===== src/rtl/seq_div.sv =====
// Iterative unsigned restoring divider: one quotient bit per clock, MSB first,
// with a start/busy/done handshake and divide-by-zero detection.
module seq_div #(
    parameter int unsigned N = 8
) (
    input  logic         clk,
    input  logic         rst,
    input  logic         start,
    input  logic [N-1:0] dividend,
    input  logic [N-1:0] divisor,
    output logic         busy,
    output logic         done,
    output logic [N-1:0] quotient,
    output logic [N-1:0] remainder,
    output logic         div_by_zero
);

    localparam int unsigned CW = $clog2(N);

    typedef enum logic [1:0] {StIdle, StRun, StDone} state_e;

    state_e         state_q;
    logic [N-1:0]   rem_q;
    logic [N-1:0]   quo_q;
    logic [N-1:0]   dsr_q;
    logic [CW-1:0]  cnt_q;

    logic [N:0]     trial;
    logic           less;
    logic [N-1:0]   diff;
    logic [N-1:0]   rem_nxt;
    logic [N-1:0]   quo_nxt;

    // The working remainder always stays below the divisor, so N bits hold it;
    // only the trial value and the comparison need the extra bit.
    always_comb begin
        trial   = {rem_q, quo_q[N-1]};
        less    = trial < {1'b0, dsr_q};
        diff    = trial[N-1:0] - dsr_q;
        rem_nxt = less ? trial[N-1:0] : diff;
        quo_nxt = {quo_q[N-2:0], ~less};
    end

    always_ff @(posedge clk) begin
        if (rst) begin
            state_q     <= StIdle;
            rem_q       <= '0;
            quo_q       <= '0;
            dsr_q       <= '0;
            cnt_q       <= '0;
            busy        <= 1'b0;
            done        <= 1'b0;
            quotient    <= '0;
            remainder   <= '0;
            div_by_zero <= 1'b0;
        end else begin
            unique case (state_q)
                StIdle: begin
                    if (start) begin
                        if (divisor == '0) begin
                            state_q     <= StDone;
                            done        <= 1'b1;
                            quotient    <= '1;
                            remainder   <= dividend;
                            div_by_zero <= 1'b1;
                        end else begin
                            state_q     <= StRun;
                            busy        <= 1'b1;
                            cnt_q       <= '0;
                            rem_q       <= '0;
                            quo_q       <= dividend;
                            dsr_q       <= divisor;
                            div_by_zero <= 1'b0;
                        end
                    end
                end
                StRun: begin
                    rem_q <= rem_nxt;
                    quo_q <= quo_nxt;
                    cnt_q <= cnt_q + CW'(1);
                    if (cnt_q == CW'(N - 1)) begin
                        state_q   <= StDone;
                        busy      <= 1'b0;
                        done      <= 1'b1;
                        quotient  <= quo_nxt;
                        remainder <= rem_nxt;
                    end
                end
                StDone: begin
                    state_q <= StIdle;
                    done    <= 1'b0;
                end
                default: begin
                    state_q <= StIdle;
                    busy    <= 1'b0;
                    done    <= 1'b0;
                end
            endcase
        end
    end

endmodule


===== config.mk =====
export PLATFORM = sky130hd
export DESIGN_NAME = seq_div
export DESIGN_NICKNAME = d
export VERILOG_FILES = /design/src/rtl/seq_div.sv
export SDC_FILE = /design/constraint.sdc
export NUM_CORES = 1
export LEC_CHECK = 0
export BUFFER_PORTS_ARGS = -buffer_cell sky130_fd_sc_hd__buf_4
export CORE_MARGIN = 5
export CORE_UTILIZATION = 45
export CTS_CLUSTER_SIZE = 40
export DETAILED_ROUTE_END_ITERATION = 10
export PLACE_DENSITY = 0.65
export SLEW_MARGIN = 20
export SYNTH_ARGS = -nofsm -noshare
export SYNTH_HDL_FRONTEND = slang
export SYNTH_SLANG_ARGS = --single-unit

===== constraint.sdc =====
create_clock -name clk -period 2.4 [get_ports clk]
set_input_delay 0.24 -clock clk [delete_from_list [all_inputs] [get_ports clk]]
set_output_delay 0.24 -clock clk [all_outputs]
set_load 0.005 [all_outputs]

=== Yosys cells after proc, flatten, opt, wreduce, memory -nomap -nowiden ===
Cells that the tools add are included.

* Register bits after elaboration: 48
* Bits in latches: 0
* Memory bits (writable): 0
* ROM bits: 0
* Input bits: 19
* Output and inout bits: 19
* Logic and storage cells: 64
* Memories: 0

* Add/sub/neg operators: 2
* Multipliers: 0
* Divide/modulo/power cells: 0
* $lt $le $gt $ge: 1
* Eq/ne operators: 7
* Shifts and indexed selects: 0
* Mux-type cells: 31
* Bitwise operators: 3
* Reductions and logical operators: 10

{| class="wikitable"
|+ Operator list
! operator !! count
|-
| two-way mux 8 bit || 11
|-
| case mux 8 bit (2 select lines) || 4
|-
| < comparator 9 x 8 -> 1 bit || 1
|-
| AND reduction 3 bit || 3
|-
| zero test 8 bit || 1
|-
| != test 2 bit, second input constant || 4
|-
| AND reduction 4 bit || 2
|-
| subtractor 8 bit || 1
|-
| two-way mux 1 bit || 7
|-
| two-way mux 2 bit || 3
|-
| two-way mux 3 bit || 2
|-
| case mux 3 bit (2 select lines) || 1
|-
| case mux 2 bit (2 select lines) || 1
|-
| AND reduction 2 bit || 2
|-
| adder 3 x 1 -> 3 bit, second input constant || 1
|-
| == test 3 bit, second input constant || 1
|-
| NOT 1 bit || 3
|-
| case mux 1 bit (3 select lines) || 1
|-
| == test 2 x 1 -> 1 bit, second input constant || 1
|-
| == test 2 bit, second input constant || 1
|-
| zero test 2 bit || 1
|-
| case mux 1 bit (2 select lines) || 1
|-
| nonzero test 2 bit || 1
|}

=== Longest topological paths before layout ===
* Word-level depth: 4
* Gate-level depth with buffers: 9
* Mapped depth without buffers: 8

=== Worst setup path before layout ===
No wires, ideal clock.

* Path type: reg-to-reg
* Start: register dsr_q[6]
* End: register remainder[6]
* Library setup time: 116 ps
* Data arrival time: 2002 ps
* Data required time: 2284 ps
* Path slack: 283 ps
* Cell stages (with the launch flop): 10
* Path buffers: 2
* Period minus slack after synthesis: 2117 ps
* Cell sequence: dfxtp_1 -> inv_1 -> ha_1 -> a21o_1 -> a211o_1 -> buf_2 -> nor3_4 -> buf_6 -> a21oi_1 -> a31o_1

* Cells in the longest elaborated chain, start to end: 4
* Elaborated cells on any way between the ends: 5
* Those cells by class: 1 x add/sub; 1 x order compare; 3 x mux

{| class="wikitable"
|+ RTL lines
! element !! RTL line !! text
|-
| start: declaration || 25 || <nowiki>logic [N-1:0] dsr_q;</nowiki>
|-
| start signal: assignment || 72 || <nowiki>dsr_q <= divisor;</nowiki>
|-
| subtractor 8 bit / < comparator 9 x 8 -> 1 bit (equally long branches) || 39, 38 ||
|-
| two-way mux 8 bit * || 40 || <nowiki>rem_nxt = less ? trial[N-1:0] : diff;</nowiki>
|-
| two-way mux 8 bit * || 81 || <nowiki>if (cnt_q == CW'(N - 1)) begin</nowiki>
|-
| case mux 8 bit (2 select lines) * || 57 || <nowiki>unique case (state_q)</nowiki>
|-
| end signal: assignment || 64 || <nowiki>remainder <= dividend;</nowiki>
|-
| end signal: assignment || 86 || <nowiki>remainder <= rem_nxt;</nowiki>
|-
| end: declaration || 14 || <nowiki>output logic [N-1:0] remainder,</nowiki>
|}

Mark *: on every way between the ends. The rest lies on a longest branch, timed or not. The select of a mux whose other input is x is not followed.
A chain may end at the register's enable or synchronous reset.

=== Worst setup path after layout ===
* Start: register dsr_q[1]
* End: register remainder[7]

Same word-level chain as after synthesis.

==> qor.yml <==
sta:
  max_freq_ghz: 0.4401
  finalCritPeriodShare_pct: 94.67
  clock_skew_ns: 0.01065
  hold_viol: 0
  drv_slew: 0
  setup_tns_ns: 0
  hold-worst-slack_ns: 0.1878
  setup_slack_ns: 0.1279
  relSlewSlack_pct: 64.95
  rsz0062_at_grt: "false"
  fin_crit_ns: 2.272
  setup_viol: 0
  worst_slew_pin_slew_ns: 0.5223
job:
  maxCapViolCount: 0
logic_synthesis:
  ys_seq_area_share_pct: 37.70
  synth_top_area_share_pct: 37.70
  synth_area_um2: 2549
  synthTopCellsByArea: "dfxtp_1, nand2_1, ha_1"
  synth_cells: 303
  avgSynthCellArea_um2: 8.412
  syn_nets: 333
  ys.warnings.count: 0
  synth_seq_cells: 48
  ys_types: 51
  yosys.area.top_type: "dfxtp_1"
  synthFlopType: "dfxtp_1"
  synth-async-reset-ratio_pct: 0
  synth-edff-count: 0
die:
  rows: 27
  dieHeight_um: 85.26
  die_area_um2: 7268
  core_um2: 5507
  io_pins: 38
  initial_core_util_pct: 46.28
  die_w_um: 85.26
detailed_routing:
  wl_per_cell_um: 15.87
  first_pass_iters: 5
  ant_nets: 0
  finalWirelength_um: 6665
  routed_via_density: 5.762
  vias: 2420
  drc_errors: 0
  drt_iter0_markers: 148
final_layout:
  postLayoutCoreUtil_pct: 56.24
  diodes: 0
  layout_common_cells: "nand2_1, buf_4, dfxtp_1"
  nFillCells: 523
  drive_above_1_share_pct: 21.55
  fin_nets: 377
  area_growth_pct: 21.50
  layout_commonest_cell: "nand2_1"
place:
  io_buffers: 37
  hpwlAfterDp_um: 4994
  dp_slack_ns: 0.1205
  globalplace.congestion: 0.8169
critical_path:
  critical_path_class: "reg2reg"
  reg2reg_depth: 7
  startpoint_type: "flop"
  path_cells: "inv_1 > ha_1 > nor2b_1 > o2111a_1 > or2_0 > a211o_1 > a311oi_1"
  path_max_fanout: 6
  cp_data_required_time_ns: 2.64
  cp_slowest_stage_delay_ns: 0.44
  critical_path_arrival_ns: 2.51
  reg2reg_slack_ns: 0.13
  cp-end-kind: "flop"
  crit_slowest_cell: "dfxtp_1"
  r2r_start: "dsr_q[1]"
  r2r-end: "remainder[7]"
clock_tree:
  htree_num_levels: 2
  cts_root_buf: "clkbuf_8"
  numCtsBuffers: 5
  clk-insertion-delay-late_ns: 0.31
  clk_pin_slew_ns: 0.10
  cts_tree: "built"
  clk_path_buf_depth: 2
  clock-sinks: 48
global_routing:
  grt_pass1_vias: 2264
  grt_pass1_wl_um: 11040
  grt_max_degree: 20
  grt_overflow_total: 0
  antenna_found_initial: 0
  track_usage_pct: 18.76
min_path:
  hold_class: "in2reg"
  hold_start: "divisor[7]"
  hold_path_end: "dsr_q[7]"
  min_path_cells: 3
pwr:
  p_leak_uw: 0.001300
  p_per_area_nw_per_um2: 721.6
  vdd_drop_max_mv: 0.3411
run_status:
  status: "complete, no violations"
==> worst max-delay path by stage <==
stage	from	endpoint	cells past startpoint
3_5_place_dp	rem_q[4]	remainder[4]	6
4_1_cts	dsr_q[5]	rem_q[4]	8
6_report	dsr_q[1]	remainder[7]	7
5_1_grt	dsr_q[1]	remainder[7]	7
3_3_place_gp	dsr_q[6]	remainder[6]	8
2_1_floorplan	dsr_q[6]	remainder[6]	9
==> power breakdown <==
group          internal [uW]  switching (uW)
registers                845            42.7
logic                    285             341
clock network            420             301
total                   1550             685
==> routing by layer <==
metal | GRT usage (%) | share of wire, %
met1 | 26.47 | 47
met2 | 29.03 | 46
met3 | 4.660 | 6.3
met4 | 3.741 | 0.83
met5 | 0 | 0
==> through the flow <==
step                instances  power, uW  area (um2)
floorplan                 303       1332        2549
global placement          411       1499        2947
detailed placement        411       1506        2947
CTS                       419       2214        3084
global route              420       2351        3097
finish                    420       2235        3097
==> synthesized netlist by cell type, types with 3 or more instances <==
| library cell | number |
|---|---|
| o21ai_0 | 12 |
| clkbuf_1 | 10 |
| nand2b_1 | 3 |
| o311ai_0 | 4 |
| o221a_2 | 7 |
| or3_1 | 3 |
| inv_1 | 14 |
| a21o_1 | 6 |
| nor2b_1 | 6 |
| buf_2 | 3 |
| a32o_1 | 3 |
| nor3_1 | 3 |
| nand3_1 | 4 |
| a211o_1 | 4 |
| ha_1 | 10 |
| o31ai_1 | 4 |
| a21oi_1 | 23 |
| xnor2_1 | 3 |
| nand2_1 | 56 |
| nand4_1 | 4 |
| dfxtp_1 | 48 |
| nor2_1 | 20 |
| a311oi_1 | 9 |
| a22oi_1 | 3 |
| a32oi_1 | 3 |
| mux2i_1 | 4 |
==> sequential cells by signal (all words and copies together) (netlist names) <==
signal	count
done	1
cnt_q	3
dsr_q	8
busy	1
div_by_zero	1
rem_q	8
state_q	2
quotient	8
remainder	8
quo_q	8
==> final cells by class <==
| cell class | count | area (um2) | area share [%] |
|---|---|---|---|
| multi-input cells | 226 | 1465 | 47.31 |
| flip-flops and latches | 48 | 960.9 | 31.03 |
| repair buffers | 52 | 390.4 | 12.61 |
| well taps | 72 | 90.09 | 2.909 |
| clock buffers | 5 | 68.82 | 2.222 |
| clock inverters | 3 | 68.82 | 2.222 |
| inverters | 14 | 52.55 | 1.697 |
==> cells by family after synthesis <==
| group | Yosys count | share of synthesized area, % |
|---|---|---|
| XOR/XNOR | 3 | 1.031 |
| buffers and inverters | 29 | 5.007 |
| AND/OR/NAND/NOR | 110 | 20.52 |
| AO/OA/AOI/OAI | 97 | 28.03 |
| adder cells (fa/ha/maj) | 11 | 5.695 |
| multiplexers | 5 | 2.013 |
| flip-flops | 48 | 37.70 |
==> worst max-delay path: cells and delay by family (launching register included) <==
kind | cells | cell delay (ns)
AOI/OAI and AO/OA | 3 | 0.93
and+or+nand+nor | 2 | 0.50
DFF | 1 | 0.44
adders and majority gates | 1 | 0.26
buffers and inverters | 1 | 0.07
==> what timing repair did <==
item                                    CTS  global route
endpoints found under the setup margin    0             9
buffers inserted                          0             1
gates resized for setup                   0             2
hold buffers                              0             0
Power figures use the tool's default switching activity.
